[src/rtl/keypad_scanner.sv]
// keypad_scanner: 4x4 active-low matrix keypad scanner and key-event producer.
//   Drives one column low at a time, samples the synchronised rows on the
//   last cycle of each column window, and assembles the lowest pressed code
//   over a full scan. It debounces across whole scans and emits a one-cycle
//   keyPressed strobe for each accepted key.
//
// Optional feature macro: KEY_REPEAT_EN. When it is defined, a held key
// re-strobes keyPressed every REPEAT_SCANS scans.
//
// Parameters:
//   SCAN_DIV        clk cycles per column window (>= 4)
//   DEBOUNCE_SCANS  identical scans required to accept a change (1..15)
//   REPEAT_SCANS    scans between auto-repeat strobes (KEY_REPEAT_EN only)
//
// Ports:
//   clk         system clock
//   rst_n       async active-low reset
//   row_n[3:0]  keypad rows, active-low, asynchronous to clk
//   col_n[3:0]  column drive, active-low, exactly one bit low
//   keyValue    code of last accepted key (row*4 + col)
//   keyPressed  one-cycle strobe on each accepted key
//   keyHeld     high while the accepted key remains down
module keypad_scanner #(
  parameter int SCAN_DIV       = 50000,
  parameter int DEBOUNCE_SCANS = 4,
  parameter int REPEAT_SCANS   = 64
) (
  input  logic       clk,
  input  logic       rst_n,
  input  logic [3:0] row_n,
  output logic [3:0] col_n,
  output logic [3:0] keyValue,
  output logic       keyPressed,
  output logic       keyHeld
);

  localparam int PW = (SCAN_DIV > 1) ? $clog2(SCAN_DIV) : 1;

  // A "none" key always carries code 0, so packed equality compares keys correctly.
  typedef struct packed {
    logic       vld;
    logic [3:0] code;
  } key_t;

  localparam key_t KEY_NONE = '{vld: 1'b0, code: 4'd0};

  logic [3:0]    row_s1, row_s2;
  logic [PW-1:0] pre;
  logic [1:0]    col_idx;
  key_t          partial;   // best key found in columns already sampled this scan
  key_t          cand;      // debounce candidate
  key_t          acc;       // accepted state
  logic [3:0]    stb_cnt;

  logic tc;
  assign tc = (pre == PW'(SCAN_DIV - 1));

  // Lowest pressed row in the current column. Scanning from row 3 down
  // to row 0 lets row 0 win.
  key_t hit;
  always_comb begin
    hit = KEY_NONE;
    for (int r = 3; r >= 0; r--) begin
      if (!row_s2[r]) begin
        hit.vld  = 1'b1;
        hit.code = {2'(r), col_idx};
      end
    end
  end

  // Merge this column's hit into the running scan result, keeping the lowest code.
  key_t merged;
  always_comb begin
    merged = partial;
    if (hit.vld && (!partial.vld || hit.code < partial.code)) merged = hit;
  end

  // Debounce next-state, used only at the scan boundary (col-3 sample).
  logic       boundary;
  logic [3:0] cnt_nx;
  logic       accept;
  assign boundary = tc && (col_idx == 2'd3);
  always_comb begin
    if (merged == cand)
      cnt_nx = (stb_cnt == 4'(DEBOUNCE_SCANS)) ? stb_cnt : stb_cnt + 4'd1;
    else
      cnt_nx = 4'd1;
  end
  assign accept = boundary && (cnt_nx == 4'(DEBOUNCE_SCANS)) && (merged != acc);

  logic rep_tick;

`ifdef KEY_REPEAT_EN
  localparam int RW = $clog2(REPEAT_SCANS + 1);
  logic [RW-1:0] rep_cnt;

  // Repeat counter advances on scan boundaries while the accepted key is
  // held. Any accept event, including a release, clears the counter.
  assign rep_tick = boundary && !accept && acc.vld && (rep_cnt == RW'(REPEAT_SCANS - 1));

  always_ff @(posedge clk or negedge rst_n) begin
    if (!rst_n)                      rep_cnt <= '0;
    else if (boundary) begin
      if (accept || !acc.vld || rep_tick) rep_cnt <= '0;
      else                                rep_cnt <= rep_cnt + RW'(1);
    end
  end
`else
  assign rep_tick = 1'b0;
  // The repeat interval has no effect in this build.
  if (REPEAT_SCANS == 0) begin : g_no_repeat
  end
`endif

  always_ff @(posedge clk or negedge rst_n) begin
    if (!rst_n) begin
      row_s1     <= '0;
      row_s2     <= '0;
      pre        <= '0;
      col_idx    <= 2'd0;
      col_n      <= 4'b1110;
      partial    <= KEY_NONE;
      cand       <= KEY_NONE;
      acc        <= KEY_NONE;
      stb_cnt    <= 4'd0;
      keyValue   <= 4'd0;
      keyPressed <= 1'b0;
      keyHeld    <= 1'b0;
    end else begin
      row_s1     <= row_n;
      row_s2     <= row_s1;
      keyPressed <= rep_tick;
      if (tc) begin
        pre     <= '0;
        col_idx <= col_idx + 2'd1;
        col_n   <= {col_n[2:0], col_n[3]};
        partial <= boundary ? KEY_NONE : merged;
      end else begin
        pre <= pre + PW'(1);
      end
      if (boundary) begin
        cand    <= merged;
        stb_cnt <= cnt_nx;
      end
      if (accept) begin
        acc     <= merged;
        keyHeld <= merged.vld;
        if (merged.vld) begin
          keyValue   <= merged.code;
          keyPressed <= 1'b1;
        end
      end
    end
  end

endmodule

[config.mk]
export PLATFORM = sky130hd
export DESIGN_NAME = keypad_scanner
export DESIGN_NICKNAME = d
export VERILOG_FILES = /design/src/rtl/keypad_scanner.sv
export SDC_FILE = /design/constraint.sdc
export NUM_CORES = 1
export LEC_CHECK = 0
export CAP_MARGIN = 10
export CORE_ASPECT_RATIO = 1.2
export CORE_MARGIN = 2
export CORE_UTILIZATION = 53
export CTS_CLUSTER_SIZE = 12
export DETAILED_ROUTE_END_ITERATION = 8
export PLACE_DENSITY = 0.73
export SYNTH_ARGS = -nofsm -noshare
export SYNTH_HDL_FRONTEND = slang
export SYNTH_SLANG_ARGS = --single-unit
[constraint.sdc]
create_clock -name clk -period 3.4 [get_ports clk]
set_input_delay 0.34 -clock clk [delete_from_list [all_inputs] [get_ports clk]]
set_output_delay 0.34 -clock clk [all_outputs]
set_load 0.02 [all_outputs]
# After elaboration in Yosys (flattened, before gate mapping)
# Cells that the tools add are included.
# totals
register_bits	54
input_bits	6
out_inout_bits	10
word_cells	42
# classes
n_addsub	3
order_cmp	1
eq_ne	6
mux	11
n_reduce_logical	7
# ops
cell	count
5-bit 2-to-1 mux	6
16-bit by 1-bit adder with 16-bit output, second input constant	1
16-bit equality test, second input constant	1
16-bit 2-to-1 mux	1
4-bit by 3-bit equality test with 1-bit output, second input constant	2
4-bit 2-to-1 mux	2
5-bit equality test	1
5-bit inequality test	1
4-bit by 1-bit adder with 4-bit output, second input constant	1
1-bit logical AND	4
4-bit less-than comparator	1
2-bit by 1-bit adder with 2-bit output, second input constant	1
2-bit equality test, second input constant	1
1-bit 2-to-1 mux	2
2-bit AND reduction	1
1-bit zero test	1
1-bit logical OR	1

# Longest topological paths before layout
# Gate-level depths: netlist (run 1).
# logic_depth
depth_word	14
ltp_mapped	13
ltp_nobuf	12

# Least setup slack after synthesis (run 1)
# No wires, ideal clock.
# synth_timing
kind	reg2reg
start	reg row_s2[1]
end	reg acc[1] (netlist bit)
setup_ps	128
arrival_ps	3030
required_ps	3272
slack_ps	242
path_stages_with_launch	14
n_path_buf	1
synth_period_minus_slack_ps	3158
cell_sequence	dfrtp_1 > nand4_1 > buf_2 > nand2_1 > inv_1 > ha_1 > nor2b_1 > o21bai_1 > nand2_1 > a221oi_4 > xor2_2 > nor4_4 > o21ai_1 > mux2_1
# synth_via
elab_chain_len	11
word_cells_on_any_way	12
classes_between	1 x order compare; 3 x eq/ne; 4 x mux; 4 x reduce/logical
# synth_rtl
element	line	source
start, declared	47	logic [3:0] row_s1, row_s2;
start signal, assigned	131	row_s2 <= row_s1;
5-bit 2-to-1 mux (*) (2 in a row)	64	if (!row_s2[r]) begin
4-bit less-than comparator	75	if (hit.vld && (!partial.vld || hit.code < partial.code)) merged = hit;
1-bit logical OR	75	
1-bit logical AND	75	
5-bit 2-to-1 mux (*)	75	
5-bit equality test	84	if (merged == cand)
4-bit 2-to-1 mux	84	
4-bit by 3-bit equality test with 1-bit output	89	assign accept = boundary && (cnt_nx == 4'(DEBOUNCE_SCANS)) && (merged != acc);
1-bit logical AND (2 in a row)	89	
end signal, assigned	146	acc <= merged;
end, declared	52	key_t acc;
# Every way passes the cells marked *; elsewhere a longest branch is shown, timed or not.
# A chain may end at the register's enable or synchronous reset.

# Worst setup path in the final report (run 1)
# layout_timing
start	reg row_s2[1]
end	reg keyValue[2]
# layout_via
elab_chain_len	12
word_cells_on_any_way	13
classes_between	1 x order compare; 3 x eq/ne; 4 x mux; 5 x reduce/logical
# layout_rtl
element	line	source
5-bit 2-to-1 mux (*) (2 in a row)	64	
4-bit less-than comparator	75	
1-bit logical OR	75	
1-bit logical AND	75	
5-bit 2-to-1 mux (*)	75	
5-bit equality test	84	
4-bit 2-to-1 mux	84	
4-bit by 3-bit equality test with 1-bit output	89	
1-bit logical AND (2 in a row)	89	
2-bit AND reduction (no line)	--	
end signal, assigned	149	keyValue <= merged.code;
end, declared	32	output logic [3:0] keyValue,
# Marks and branches as above.

==> results.md, run 1 <==
* Status: completed
* Clk pin slew, worst setup/hold paths at 0.10 ns
* Final setup vio count at 0
* FF-to-FF setup slack at 0.13 ns
* Unique cell type count in the Yosys netlist at 49
* Core Region at 4970 um2
* Syn Inst Count at 264
* Synth Area in Compound Gates at 0.130
* Die extent in x at 69.8 um
* Period utilisation layout at 0.963
* Avg Inst Size Synth at 10.4 um2
* Number of DRC markers in iteration 0 at 125
* Wire per inst at 15.6 um
* Largest net degree at the start of global routing at 39
* Asr flop ratio synth at 1.00
* Final Skew at 0.00815 ns
* Rel. slew slack at 0.434
* #FFs+latches synth at 54
* FF-to-FF End: keyValue[2]$_DFFE_PN0P_
* CP required at 3.59 ns
* Number of buffers created by CTS at 5
* CP startpoint kind: register
* Final min period at 3.27 ns
* Gr ovfl total at 0
* Total track usage at 0.201
* Max FO, Critical Path at 5
* Area delta synth->final at 16.7%
* Max Cap Viol at 0
* PwrDens at 382 nW/um2
* DRC Markers at 0
* Fmax at 305 MHz
* Syn Nets at 277
* Ordered cell list for the critical path: nand2_1, a21oi_1, ha_1, a21oi_1, o21a_1, nand2_1, buf_4, mux2_2, o211ai_1, nor4_2, o221ai_4, mux2_1
* Largest family of logic cells by synthesized area: simple AND/OR/NAND/NOR gates
* # port buffers at 15
* Worst path bufs/invs at 1
* Post-DP HPWL at 3940 um
* Vias in the first global route at 1968
* Hold buffer count at CTS at 0
* CTS tree: done
* Total chip power at 1.23 mW
* Initial antenna violation count at 0
* H-tree depth at 2
* Worst reg2reg startpoint: row_s2[1]$_DFF_PN0_
* Routed WL at 5510 um
* Most frequent cells in the layout: dfrtp_1 (51), nand2_1 (37), nor2_1 (21)
* Clk_lat worst skew at 0.30 ns
* Critical path endpoint category: register
* Layout net count at 306
* Cell area after synthesis at 2750 um2
* CTS Root Cell: clkbuf_8
* Largest stage delay, worst path at 0.48 ns
* Die Footprint at 5790 um2
* Crit path launch: row_s2[1]$_DFF_PN0_
* Via count at 2006
* Via/cell ratio at 5.67
* Maximum VDD drop at 0.240 mV
* Fraction of synthesized area in multiplexers at 0.0568
* Crit path kind: reg -> reg
* WP data arrival at 3.47 ns
* Final Core Density at 0.646
* Seq/Total Area, Yosys at 0.492
* Diode count at 0
* Top FF cell, synth: dfrtp_1
* Gpl congestion at 0.866
* Share of cells above drive strength 1 at 0.143
* Initial core utilization at 0.554
* First-pass GRT wire length at 9460 um
* Hold/Removal Path Class: in -> async
* Rows at 28
* Slew Viols, Final at 0
* Remaining antenna violation count at 0
* Clk sink count at 54
* Final Hold Viols at 0
* Commonest non-fill, non-tap cell in the layout: dfrtp_1
* Clk buf depth at 2
* Largest delay share family, worst path: compound AO/OA/AOI/OAI gates
* Post-synth EDFFs at 0
* FILL cells at 390
* Reg2reg path depth at 12
* XOR/XNOR share of the synthesized area at 0.0759
* DR pass1 iterations at 4
* Synth warn at 0
* Die Ht at 83.0 um
* Worst-Margin Slew at 0.849 ns
* Simple-gate share of the synthesized area at 0.191
* Cell with the largest stage delay on the worst path: nor4_2
* Ports at 16
* P_leak at 1.49 nW
* Area share of fa/ha/maj cells after synthesis at 0.0318
worst max-delay path by stage:
stage / end / cells past startpoint / slack (ns)
floorplan: acc[1]$_DFFE_PN0P_ / 13 / 0.24
global placement: stb_cnt[0]$_DFFE_PN0P_ / 12 / 0.24
detailed placement: stb_cnt[0]$_DFFE_PN0P_ / 12 / 0.14
CTS: stb_cnt[0]$_DFFE_PN0P_ / 12 / 0.10
global route: keyValue[2]$_DFFE_PN0P_ / 13 / -0.002
finish: keyValue[2]$_DFFE_PN0P_ / 12 / 0.13
where the power goes:
part	total [mW]	switching, mW	internal (mW)
sequential	0.650	0.00329	0.647
combinational	0.0566	0.0348	0.0218
clock	0.522	0.208	0.314
cell families (layout without fill, tap and decap cells):
logic type,count (synthesis),after routing
buffers and inverters,16,46
and+or+nand+nor,101,101
xor gates and xnor gates,23,23
AOI/OAI and AO/OA,49,49
DFF,54,54
muxes,14,14
adders and majority gates,7,7
flip-flops by register name, indices dropped and copies added (netlist names), 2 cells and up:
name and flops:
col_idx 2, cand 5, row_s2 4, row_s1 4, partial 5, acc 5, stb_cnt 4, pre 16
col_n 4, keyValue 4
what timing repair did:
item                       in CTS  in global routing
buffers inserted                0                  3
gates resized for setup         0                  4
setup endpoints to repair       0                 12
cell usage after synthesis (2+ instances only):
| cell | number | area share |
|---|---|---|
| dfrtp_1 | 51 | 0.46 |
| nand2_1 | 37 | 0.050 |
| nor2_1 | 21 | 0.029 |
| a21oi_1 | 17 | 0.031 |
| nand3_1 | 12 | 0.022 |
| xor2_1 | 12 | 0.038 |
| inv_1 | 11 | 0.015 |
| xnor2_1 | 10 | 0.032 |
| mux2_1 | 8 | 0.033 |
| o21ai_0 | 8 | 0.015 |
| ha_1 | 7 | 0.032 |
| and3_1 | 6 | 0.014 |
| mux2_2 | 5 | 0.020 |
| nor3_1 | 4 | 0.0073 |
| a22o_1 | 3 | 0.0095 |
| clkbuf_1 | 3 | 0.0041 |
| dfstp_2 | 3 | 0.029 |
| nand2b_1 | 3 | 0.0068 |
| nor2b_1 | 3 | 0.0068 |
| o211ai_1 | 3 | 0.0082 |
| a211o_1 | 2 | 0.0064 |
| a21o_1 | 2 | 0.0055 |
| buf_2 | 2 | 0.0036 |
| nand4bb_1 | 2 | 0.0082 |
| nor4_4 | 2 | 0.015 |
| o21a_1 | 2 | 0.0055 |
| o21bai_1 | 2 | 0.0055 |
| or3_1 | 2 | 0.0045 |
stage by stage:
| step | hold slack [ns] | instance area [um2] | instances | TNS (ns) | setup WS, ns |
|---|---|---|---|---|---|
| finish | 0.130 | 3210 | 354 | 0 | 0.125 |
| floorplan | 0.0444 | 2750 | 264 | 0 | 0.242 |
| global route | 0.199 | 3210 | 354 | -0.00228 | -0.00228 |
| detailed placement | 0.335 | 3030 | 343 | 0 | 0.138 |
| CTS | 0.155 | 3170 | 351 | 0 | 0.101 |
| global placement | 0.335 | 3030 | 343 | 0 | 0.235 |
final cells by class:
class	count	area [um2]	area share
Multi-Input combinational cell	194	1370	0.425
Sequential cell	54	1360	0.422
Timing Repair Buffer	27	235	0.0732
Clock buffer	6	82.6	0.0257
Tap cell	60	75.1	0.0234
Clock inverter	2	60.1	0.0187
Inverter	11	41.3	0.0128
worst register-to-register path, cell delays in order (launching register included):
cell      delay [ns]
dfrtp_1         0.41
nand2_1         0.13
a21oi_1         0.19
ha_1            0.28
a21oi_1         0.21
o21a_1          0.19
nand2_1         0.12
buf_4           0.18
mux2_2          0.23
o211ai_1        0.17
nor4_2          0.48
o221ai_4        0.22
mux2_1          0.35
layer usage:
metal | global-route usage | vias up | share of wire
li1 | - | 983 | -
met1 | 0.258 | 979 | 0.44
met2 | 0.346 | 34 | 0.51
met3 | 0.0340 | 10 | 0.033
met4 | 0.0647 | 0 | 0.019
met5 | 0 | - | 0
(Power assumes the default switching activity.)
==> inputs of run 2 (changes only) <==
Settings changed: REMOVE_ABC_BUFFERS set to 1.
==> run 2 against run 1 <==
Sequential power about the same. Clock power about the same. Sequential share of layout area increased by 0.25 points. Via count increased by 0.20%. Critical path depth unchanged. Flip-flop and latch count unchanged. Critical path type unchanged. Routed wire length decreased by 2.0%. Die area unchanged.
==> results.md, run 2 (same netlist as run 1, synthesis figures left out) <==
* Max Cap Viol at 0
* Final Skew at 0.00186 ns
* Gpl congestion at 0.824
* FF-to-FF setup slack at 0.19 ns
* Placed instance count at 344
* Largest register FFs at 16
* Critical path endpoint category: register
* Fmax at 311 MHz
* Area of the multi-input gates at 1350 um2
* Clk sink count at 54
* Via count at 2010
* CTS Root Cell: clkbuf_8
* Die extent in x at 69.8 um
* Share of cells above drive strength 1 at 0.130
* H-tree depth at 2
* CP required at 3.60 ns
* Largest stage delay, worst path at 0.42 ns
* FILL cells at 393
* Setup TNS Final at 0 ns
* Clk buf depth at 2
* RSZ-0062 raised after global routing: false
* Final Hold Viols at 0
* Area delta synth->final at 16.0%
* Post-DP HPWL at 3890 um
* CTS tree: done
* Ports at 16
* Maximum VDD drop at 0.235 mV
* Number of DRC markers in iteration 0 at 133
* Layout net count at 305
* Max FO, Critical Path at 6
* Diode count at 0
* Via/cell ratio at 5.69
* Core Region at 4970 um2
* Period utilisation layout at 0.945
* Finished Layout Cells at 353
* Most frequent cells in the layout: dfrtp_1 (51), nand2_1 (37), nor2_1 (21)
* Crit path kind: reg -> reg
* Die Ht at 83.0 um
* Clk pin slew, worst setup/hold paths at 0.09 ns
* Top reg by flops: pre
* Worst-Margin Slew at 0.806 ns
* Wire per inst at 15.3 um
* Status: completed
* Hold buffer count at CTS at 0
* Gr ovfl total at 0
* Cell with the largest stage delay on the worst path: dfrtp_1
* DRC Markers at 0
* Largest net degree at the start of global routing at 37
* Final setup vio count at 0
* Initial antenna violation count at 0
* Remaining antenna violation count at 0
* Rel. slew slack at 0.463
* Initial core utilization at 0.554
* Final min period at 3.21 ns
* Total track usage at 0.203
* CP startpoint kind: register
* Slew Viols, Final at 0
* P_leak at 1.47 nW
* Routed WL at 5390 um
* Hold/Removal Path Class: in -> async
* Register area at 1360 um2
* Die Footprint at 5790 um2
* Rows at 28
* PwrDens at 384 nW/um2
* # port buffers at 15
* Commonest non-fill, non-tap cell in the layout: dfrtp_1
* WP data arrival at 3.41 ns
* Clk_lat worst skew at 0.31 ns
* DR pass1 iterations at 4
* First-pass GRT wire length at 9520 um
* Number of buffers created by CTS at 5
* Vias in the first global route at 2072
* Ordered cell list for the critical path: nand4_1, nand2_1, inv_1, ha_1, nor2b_1, o21bai_1, a21o_1, a21oi_1, or3_1, a211o_1, o221ai_4, mux2_1
[run 2: final cells by class]
type | count | share of cell area
multi-input combinational | 194 | 0.424
clock inverter | 2 | 0.0188
sequential | 54 | 0.424
tap | 60 | 0.0235
timing repair buffer | 26 | 0.0713
inverter | 11 | 0.0129
clock buffer | 6 | 0.0258
[run 2: what timing repair did]
| action | CTS | global route |
|---|---|---|
| setup buffers | 0 | 1 |
| gates resized for setup | 0 | 1 |
| setup endpoints to repair | 0 | 7 |
[run 2: report_power, final]
group / internal, mW / switching, mW / total, mW / leakage [nW]
registers: 0.647 / 0.00319 / 0.650 / 0.711
clock network: 0.314 / 0.211 / 0.525 / 0.0714
logic: 0.0204 / 0.0334 / 0.0537 / 0.688
[run 2: critical path: cells and delay by family, from the launching register on]
family | cells | cell delay [ns]
buffers and inverters | 1 | 0.05
adder cells (fa/ha/maj) | 1 | 0.30
flip-flops | 1 | 0.42
AND/OR/NAND/NOR | 4 | 0.72
multiplexers | 1 | 0.35
AO/OA/AOI/OAI | 5 | 1.27
[run 2: final timing paths]
kind / endpoint / startpoint / cells after the start
max: keyValue[3]$_DFFE_PN0P_ / row_s2[1]$_DFF_PN0_ / 12
min: row_s1[1]$_DFF_PN0_ / rst_n / 1
min in group clk: row_s2[3]$_DFF_PN0_ / row_s1[3]$_DFF_PN0_ / 0
min reg2reg: row_s2[3]$_DFF_PN0_ / row_s1[3]$_DFF_PN0_ / 0
max reg2reg: keyValue[3]$_DFFE_PN0P_ / row_s2[1]$_DFF_PN0_ / 12
max in group asynchronous: col_n[1]$_DFFE_PN1N_ / rst_n / 2
[run 2: routing by layer]
| layer | track usage | vias to the layer above | wire, um |
|---|---|---|---|
| li1 | - | 974 | - |
| met1 | 0.260 | 984 | 2330 |
| met2 | 0.339 | 40 | 2740 |
| met3 | 0.0364 | 12 | 181 |
| met4 | 0.0857 | 0 | 140 |
| met5 | 0 | - | 0 |
[run 2: stage by stage]
stage / util / hold slack, ns / power (mW) / setup slack, ns / instance area [um2]
after floorplan: - / 0.0444 / 0.686 / 0.121 / 2730
after global placement: 0.610 / 0.334 / 0.715 / 0.251 / 3030
after detailed placement: 0.610 / 0.338 / 0.716 / 0.149 / 3030
after CTS: 0.639 / 0.152 / 1.24 / 0.132 / 3180
after global routing: 0.642 / 0.200 / 1.28 / 0.0181 / 3200
final: 0.642 / 0.112 / 1.23 / 0.187 / 3200
